[config.mk]
export PLATFORM = sky130hd
export DESIGN_NAME = instruction_queue_flat
export DESIGN_NICKNAME = d
export VERILOG_FILES = /design/src/rtl/instruction_queue_if.sv /design/src/rtl/instruction_queue.sv /design/src/flat_wrapper.sv
export SDC_FILE = /design/constraint.sdc
export NUM_CORES = 1
export LEC_CHECK = 0
export ABC_AREA = 1
export BUFFER_PORTS_ARGS = -buffer_cell sky130_fd_sc_hd__buf_2
export CAP_MARGIN = 5
export CORE_ASPECT_RATIO = 1.25
export CORE_UTILIZATION = 40
export CTS_CLUSTER_DIAMETER = 80
export DETAILED_ROUTE_END_ITERATION = 10
export GPL_ROUTABILITY_DRIVEN = 1
export GPL_TIMING_DRIVEN = 0
export PLACE_DENSITY = 0.6
export SLEW_MARGIN = 30
export SYNTH_ARGS = -nofsm -noshare
export SYNTH_HDL_FRONTEND = slang
export SYNTH_SLANG_ARGS = --single-unit
[constraint.sdc]
create_clock -name clk -period 27.3 [get_ports clk]
set_clock_uncertainty 0.15 [all_clocks]
set_input_delay 6.825 -clock clk [delete_from_list [all_inputs] [get_ports clk]]
set_output_delay 6.825 -clock clk [all_outputs]
set_load 0.01 [all_outputs]
[src/rtl/instruction_queue_if.sv]
// Decoder/sequencer side of the decoded-instruction queue: push, pop, flush
// and the status the sequencer uses to gate dispatch.
interface instruction_queue_if #(
  parameter int DATA_WIDTH = 64,
  parameter int DEPTH      = 4
);
  localparam int CW = $clog2(DEPTH + 1);

  logic                  flush;
  logic                  wr_en;
  logic [DATA_WIDTH-1:0] wr_data;
  logic                  rd_en;
  logic [DATA_WIDTH-1:0] rd_data;
  logic                  empty;
  logic                  full;
  logic                  nearly_full;
  logic                  resetting;
  logic [CW-1:0]         count;
  logic                  overflow;

  modport master (
    output flush, wr_en, wr_data, rd_en,
    input  rd_data, empty, full, nearly_full, resetting, count, overflow
  );

  modport slave (
    input  flush, wr_en, wr_data, rd_en,
    output rd_data, empty, full, nearly_full, resetting, count, overflow
  );
endinterface

[src/rtl/instruction_queue.sv]
// First-word-fall-through circular queue of decoded instructions between the
// decoder and the microcode sequencer, with flush/redirect handling.
module instruction_queue #(
  parameter int DATA_WIDTH        = 64,
  parameter int DEPTH             = 4,
  parameter int NEARLY_FULL_LEVEL = 3
) (
  input  logic             clk,
  input  logic             reset,
  instruction_queue_if.slave q
);
  localparam int AW = $clog2(DEPTH);
  localparam int CW = $clog2(DEPTH + 1);
  localparam logic [CW-1:0] C_DEPTH = CW'(DEPTH);
  localparam logic [CW-1:0] C_NF    = CW'(NEARLY_FULL_LEVEL);
  localparam logic [CW-1:0] C_ZERO  = {CW{1'b0}};

  typedef enum logic [0:0] {
    ST_RUN      = 1'b0,
    ST_FLUSHING = 1'b1
  } state_t;

  state_t                r_state;
  state_t                w_state_next;
  logic [DATA_WIDTH-1:0] r_mem [DEPTH];
  logic [AW-1:0]         r_wr_ptr;
  logic [AW-1:0]         r_rd_ptr;
  logic [CW-1:0]         r_count;
  logic                  r_overflow;
  logic                  w_resetting;
  logic                  w_ops_ok;
  logic                  w_rd_acc;
  logic                  w_wr_acc;
  logic                  w_drop;

  // Flush state register: FLUSHING covers every cycle after a flush edge.
  always_ff @(posedge clk or posedge reset) begin
    if (reset) begin
      r_state <= ST_RUN;
    end else begin
      r_state <= w_state_next;
    end
  end

  // Flush state next-state decode.
  always_comb begin
    w_state_next = r_state;
    case (r_state)
      ST_RUN: begin
        if (q.flush) w_state_next = ST_FLUSHING;
        else         w_state_next = ST_RUN;
      end
      ST_FLUSHING: begin
        if (q.flush) w_state_next = ST_FLUSHING;
        else         w_state_next = ST_RUN;
      end
      default: w_state_next = ST_RUN;
    endcase
  end

  assign w_resetting = (r_state == ST_FLUSHING);
  assign w_ops_ok    = ~q.flush & ~w_resetting;
  // A pop frees a slot in the same cycle, so a full queue still takes a write.
  assign w_rd_acc    = q.rd_en & w_ops_ok & (r_count != C_ZERO);
  assign w_wr_acc    = q.wr_en & w_ops_ok & ((r_count != C_DEPTH) | w_rd_acc);
  assign w_drop      = q.wr_en & w_ops_ok & ~w_wr_acc;

  // Pointers, occupancy and the sticky overflow flag.
  always_ff @(posedge clk or posedge reset) begin
    if (reset) begin
      r_wr_ptr   <= {AW{1'b0}};
      r_rd_ptr   <= {AW{1'b0}};
      r_count    <= C_ZERO;
      r_overflow <= 1'b0;
    end else if (q.flush) begin
      r_wr_ptr   <= {AW{1'b0}};
      r_rd_ptr   <= {AW{1'b0}};
      r_count    <= C_ZERO;
      r_overflow <= 1'b0;
    end else begin
      if (w_wr_acc) r_wr_ptr <= r_wr_ptr + AW'(1);
      if (w_rd_acc) r_rd_ptr <= r_rd_ptr + AW'(1);
      if (w_wr_acc && !w_rd_acc)      r_count <= r_count + CW'(1);
      else if (w_rd_acc && !w_wr_acc) r_count <= r_count - CW'(1);
      if (w_drop) r_overflow <= 1'b1;
    end
  end

  // Entry storage, cleared on reset so the head reads zero.
  always_ff @(posedge clk or posedge reset) begin
    if (reset) begin
      for (int i = 0; i < DEPTH; i++) r_mem[i] <= {DATA_WIDTH{1'b0}};
    end else if (w_wr_acc) begin
      r_mem[r_wr_ptr] <= q.wr_data;
    end
  end

  assign q.rd_data     = r_mem[r_rd_ptr];
  assign q.count       = r_count;
  assign q.empty       = (r_count == C_ZERO) | w_resetting;
  assign q.full        = (r_count == C_DEPTH);
  assign q.nearly_full = (r_count >= C_NF);
  assign q.resetting   = w_resetting;
  assign q.overflow    = r_overflow;
endmodule
[src/flat_wrapper.sv]
// flat-port wrapper written by rule: the top's interface ports become plain ports
module instruction_queue_flat 
#(
  parameter int DATA_WIDTH        = 64,
  parameter int DEPTH             = 4,
  parameter int NEARLY_FULL_LEVEL = 3
)
  (clk, reset, q_flush, q_wr_en, q_wr_data, q_rd_en, q_rd_data, q_empty, q_full, q_nearly_full, q_resetting, q_count, q_overflow);
  instruction_queue_if #(.DATA_WIDTH(DATA_WIDTH), .DEPTH(DEPTH)) q_i ();
  input  logic clk;
  input  logic reset;
  input wire logic [$bits(q_i.flush)-1:0] q_flush;
  input wire logic [$bits(q_i.wr_en)-1:0] q_wr_en;
  input wire logic [$bits(q_i.wr_data)-1:0] q_wr_data;
  input wire logic [$bits(q_i.rd_en)-1:0] q_rd_en;
  output wire logic [$bits(q_i.rd_data)-1:0] q_rd_data;
  output wire logic [$bits(q_i.empty)-1:0] q_empty;
  output wire logic [$bits(q_i.full)-1:0] q_full;
  output wire logic [$bits(q_i.nearly_full)-1:0] q_nearly_full;
  output wire logic [$bits(q_i.resetting)-1:0] q_resetting;
  output wire logic [$bits(q_i.count)-1:0] q_count;
  output wire logic [$bits(q_i.overflow)-1:0] q_overflow;
  assign q_i.flush = q_flush;
  assign q_i.wr_en = q_wr_en;
  assign q_i.wr_data = q_wr_data;
  assign q_i.rd_en = q_rd_en;
  assign q_rd_data = q_i.rd_data;
  assign q_empty = q_i.empty;
  assign q_full = q_i.full;
  assign q_nearly_full = q_i.nearly_full;
  assign q_resetting = q_i.resetting;
  assign q_count = q_i.count;
  assign q_overflow = q_i.overflow;
  instruction_queue #(.DATA_WIDTH(DATA_WIDTH), .DEPTH(DEPTH), .NEARLY_FULL_LEVEL(NEARLY_FULL_LEVEL)) u_core (.clk(clk), .reset(reset), .q(q_i));
endmodule
After elaboration in Yosys (flattened, before gate mapping):

Cells that the tools add are included.

* word-level logic and storage cells: 59
* bits in registers: 265
* bits of input ports: 69
* output and inout port bits: 72

* reductions and logical operators: 11
* bitwise logic cells: 13
* multiplexer cells: 16
* $add $sub $neg: 4
* equal/unequal tests: 2
* magnitude comparators: 4

Operators with widths (count)
* bitwise mux 256 bit: 1
* 2-to-1 mux 64 bit: 3
* binary-select mux 64 bit (select 2 bit): 1
* demux 64 bit (select 2 bit): 1
* 2-to-1 mux 3 bit: 3
* 2-to-1 mux 2 bit: 4
* AND 1 bit: 6
* >= comparator 3 bit (second input constant): 2
* NOT 2 -> 3 bit: 2
* nonzero test 2 bit: 3
* nonzero test 3 bit: 2
* adder 2 x 1 -> 2 bit (second input constant): 2
* adder 3 x 1 -> 3 bit (second input constant): 1
* == test 3 bit (second input constant): 1
* >= comparator 3 x 2 -> 1 bit (second input constant): 1
* logical AND 1 bit: 3
* zero test 3 bit: 1
* < comparator 3 x 1 -> 1 bit (second input constant): 1
* 2-to-1 mux 1 bit: 3
* != test 3 bit (second input constant): 1
* NOT 1 bit: 3
* subtractor 3 x 1 -> 3 bit (second input constant): 1
* zero test 1 bit: 2
* bitwise OR 1 bit: 2

Logic depth before layout (Yosys ltp):

* word-level depth: 11
* mapped depth: 13
* gate-level depth less buffers: 13

Worst setup path before layout:

No wires, ideal clock.

* path type: input to register
* from: input q_flush
* to: register u_core.r_count[2] (netlist: u_core.q.count[2])
* required time: 27.033 ns
* path slack: 18.900 ns
* stages: 13
* setup time: 0.117 ns
* arrival: 8.133 ns
* path buffers: 0
* cells stage by stage: inv_2 > nand2_2 > nor2_4 > nand2_4 > nand3_1 > inv_1 > fa_1 > xnor2_1 > inv_1 > nand2_1 > nand2_1 > nand2_1 > nand2_1

* word-level cells in the longest chain between the ends: 9
* elaborated cells between the ends (all ways): 14
* classes of those cells: mux (2); bitwise (7); reduce/logical (5)

Ends and longest elaborated chain
* from (decl): RTL line flat_wrapper.sv:12 `input wire logic [$bits(q_i.flush)-1:0] q_flush;`
* NOT 1 bit: RTL line instruction_queue.sv:62 `assign w_ops_ok = ~q.flush & ~w_resetting;`
* AND 1 bit: RTL line instruction_queue.sv:62
* AND 1 bit (2 in a row): RTL line instruction_queue.sv:64 `assign w_rd_acc = q.rd_en & w_ops_ok & (r_count != C_ZERO);`
* bitwise OR 1 bit: RTL line instruction_queue.sv:65 `assign w_wr_acc = q.wr_en & w_ops_ok & ((r_count != C_DEPTH) | w_rd_acc);`
* AND 1 bit: RTL line instruction_queue.sv:65
* logical AND 1 bit / zero test 1 bit (equally long branches): RTL line instruction_queue.sv:83, instruction_queue.sv:84
* 2-to-1 mux 3 bit / logical AND 1 bit (equally long branches): RTL line instruction_queue.sv:83, instruction_queue.sv:84
* 2-to-1 mux 3 bit / nonzero test 3 bit (equally long branches)
* to (signal assigned): RTL line instruction_queue.sv:83 `if (w_wr_acc && !w_rd_acc) r_count <= r_count + CW'(1);`
* to (signal assigned): RTL line instruction_queue.sv:84 `else if (w_rd_acc && !w_wr_acc) r_count <= r_count - CW'(1);`
* to (decl): RTL line instruction_queue.sv:28 `logic [CW-1:0] r_count;`

Several ways; a longest one is shown, not always the timed one.
A chain may end at the register's enable or synchronous reset.

Worst setup path after layout:

* from: register u_core.r_rd_ptr[0]
* to: output q_rd_data[30]

* word-level cells in the longest chain between the ends: 4

Ends and longest elaborated chain
* from (decl): RTL line instruction_queue.sv:27 `logic [AW-1:0] r_rd_ptr;`
* from (signal assigned): RTL line instruction_queue.sv:72 `r_rd_ptr <= {AW{1'b0}};`
* from (signal assigned): RTL line instruction_queue.sv:77 `r_rd_ptr <= {AW{1'b0}};`
* from (signal assigned): RTL line instruction_queue.sv:82 `if (w_rd_acc) r_rd_ptr <= r_rd_ptr + AW'(1);`
* NOT 2 -> 3 bit (implied by the code): RTL line instruction_queue.sv:98 `assign q.rd_data = r_mem[r_rd_ptr];`
* binary-select mux 64 bit (select 2 bit): RTL line instruction_queue.sv:98
* 2-to-1 mux 64 bit (implied by the code) (2 in a row): RTL line instruction_queue.sv:98
* to (decl): RTL line flat_wrapper.sv:16 `output wire logic [$bits(q_i.rd_data)-1:0] q_rd_data;`

Every way passes these cells. The select of a mux whose other input is x is not followed.

==> impl_metrics.yaml <==
clock_network:
  post_cts_resized: 0
  ctsHoldBuffers: 0
  cts.clk_slew.worst_paths_ns: 0.07
  cts_buffers: 29
  cts.sinks: 265
  cts_root_buf: "clkbuf_16"
  clock_path_buffers: 3
  postCtsSetupBuffers: 0
  h-tree-depth: 1
  cts_tree: "yes"
  worstSkewPairLatency_ns: 0.55
timing:
  fmax_mhz: 102
  hold_viol_final: 0
  finalWorstSetupSlack_ns: 17.49
  setup_viol: 0
  slew_violations: 0
  max_slew_margin: 0.397
  rsz0062_at_grt: "false"
  fin_crit_sh: 0.359
  fin_tns_setup_ns: 0
  period_needed_ns: 9.81
  hold_ws_ns: 0.321
  tightest_slew_ns: 0.904
finish:
  syn2layout_area_growth_pct: 17.9
  fin_util: 0.481
  fill_cells: 3132
  final_nets: 1792
  drive_gt1_frac: 0.148
critical_path:
  crit_type: "reg -> out"
  start_kind: "register"
  cp.arrival_ns: 2.84
  end_kind: "primary output"
  required_ns: 20.33
  crit_fanout: 10
yosys:
  synth_seq_area_share: 0.524
  ys.warnings.count: 0
  synth_cells: 1544
  synth.net_count: 1618
  avgSynthCellArea_um2: 8.19
  syn_area_um2: 12600
  synth_cell_types: 25
  synth_seq_cells: 265
global_route:
  groute.usage.overall: 0.247
  grt.busiest_layer: "met2"
  grt_max_degree: 86
  gr-total-overflow: 0
  antenna_found_initial: 1
  first_global_vias: 11500
  grt_pass1_wl_um: 63300
  met1_usage: 0.329
  met2_usage: 0.416
  grtUsageMet3: 0.0291
power_and_ir_drop:
  leakagePower_nw: 7.72
  power_per_cell_area_nw_per_um2: 95.4
  peakVddDrop_uv: 49.3
floorplanning:
  die_area_um2: 32300
  num_rows: 72
  core_um2: 31000
  boundaryPins: 141
  dieWidth_um: 161
  initial_utilization: 0.408
  die-height_um: 201
detailed_routing:
  routed_wl_um: 39300
  via_per_inst: 5.27
  drt_iter0_markers: 907
  drc: 0
  vias: 11300
  wire_per_inst_um: 18.3
  dr.pass1.iters: 5
  ant_nets: 0
job:
  drv_cap: 0
place:
  dp_hpwl_um: 26500
  dp_slack_ns: 18.16
  port_buffers: 140
  place_congestion: 0.814
status:
  status: "finished, final reports clean"
min_path:
  hp-class: "reg -> reg"
[cells in the final DEF, fill, tap and decap left out, drive strengths merged, types with 4 or more instances in the layout]
master  instances
inv            20
buf           217
o21ai         387
nand3           9
nand2         529
ha              4
dfrtp         265
clkinv          9
clkbuf         89
nor2          135
a21oi           4
o22ai          64
[per-layer routing]
layer	wire (um)	up-vias
li1	-	5447
met1	16600	5445
met2	19300	361
met3	2270	72
met4	1150	0
met5	0	-
[Yosys cell counts]
| cell | n | share of area |
|---|---|---|
| xor2_1 | 1 | 0.00069 |
| o21ai_1 | 230 | 0.091 |
| nor2_1 | 130 | 0.039 |
| nand4_1 | 1 | 0.00050 |
| a21oi_1 | 4 | 0.0016 |
| buf_6 | 50 | 0.045 |
| nand2_1 | 525 | 0.16 |
| nand2_4 | 2 | 0.0018 |
| nor2_4 | 1 | 0.00089 |
| inv_1 | 15 | 0.0045 |
| dfrtp_1 | 265 | 0.52 |
| nand2_8 | 1 | 0.0016 |
| clkbuf_1 | 48 | 0.014 |
| o21ai_0 | 157 | 0.062 |
| buf_1 | 24 | 0.0071 |
| nor3_1 | 1 | 0.00040 |
| fa_1 | 1 | 0.0016 |
| nand3_2 | 1 | 0.00079 |
| o22ai_1 | 64 | 0.032 |
| nand2_2 | 1 | 0.00050 |
| xnor2_1 | 1 | 0.00069 |
| ha_1 | 4 | 0.0040 |
| inv_2 | 5 | 0.0015 |
| nor2_8 | 4 | 0.0063 |
| nand3_1 | 8 | 0.0032 |
[cell families (layout without fill, tap and decap cells)]
kind of cell             after synthesis  in the layout  share of synthesized area
AO/OA/AOI/OAI                        455            455                      0.186
XOR/XNOR                               2              2                    0.00139
adder cells (fa/ha/maj)                5              5                    0.00554
buffers and inverters                142            338                     0.0718
flip-flops                           265            265                      0.524
other                                  0              1                          0
AND/OR/NAND/NOR                      675            675                      0.210
[final cells by class]
cell class,instances,area [um2],area share
inverter,20,82.6,0.00554
clock inverter,12,113,0.00755
tap,407,509,0.0342
buffer,122,833,0.0559
multi-input combinational,1137,5100,0.342
sequential,265,6630,0.445
timing repair buffer,143,783,0.0525
clock buffer,41,851,0.0571
antenna,1,2.50,0.000168
[critical path: stages (launching register included)]
cell and delay [ns]:
dfrtp_1 0.37, clkbuf_1 0.69, clkbuf_1 0.58, nor2_1 0.11
o22ai_1 0.32, buf_2 0.20
[power by group]
group	internal [mW]	switching (mW)	leakage (nW)
clock	0.235	0.163	0.483
combinational	0.147	0.256	3.78
sequential	0.548	0.0736	3.46
[through the flow]
| step | cell area, um2 | cells | total power, mW |
|---|---|---|---|
| floorplan | 12600 | 1544 | 0.872 |
| global placement | 13900 | 2091 | 1.02 |
| detailed placement | 13900 | 2094 | 1.03 |
| CTS | 14900 | 2147 | 1.43 |
| global route | 14900 | 2147 | 1.52 |
| finish | 14900 | 2148 | 1.42 |
[path summary, 6_finish.rpt]
check,start,end,slack [ns],cells after the start
min,u_core.r_mem[180]$_DFFE_PP0P_,u_core.r_mem[180]$_DFFE_PP0P_,0.32,2
min in group asynchronous,reset,u_core.r_mem[7]$_DFFE_PP0P_,6.10,2
max reg2reg,u_core.r_wr_ptr[0]$_DFFE_PP0P_,u_core.r_mem[216]$_DFFE_PP0P_,24.88,7
max,u_core.r_rd_ptr[0]$_DFFE_PP0P_,q_rd_data[30],17.49,5
min reg2reg,u_core.r_mem[180]$_DFFE_PP0P_,u_core.r_mem[180]$_DFFE_PP0P_,0.32,2
max in group asynchronous,reset,u_core.r_mem[96]$_DFFE_PP0P_,19.81,4
[registers in the layout (all words and copies together), names as in the netlist]
name / cells
u_core.r_mem: 256
u_core.q.count: 3
u_core.r_rd_ptr: 2
u_core.r_wr_ptr: 2
u_core.q.overflow: 1
u_core.q.resetting: 1
Note: power is estimated with default switching activity, not from simulation.
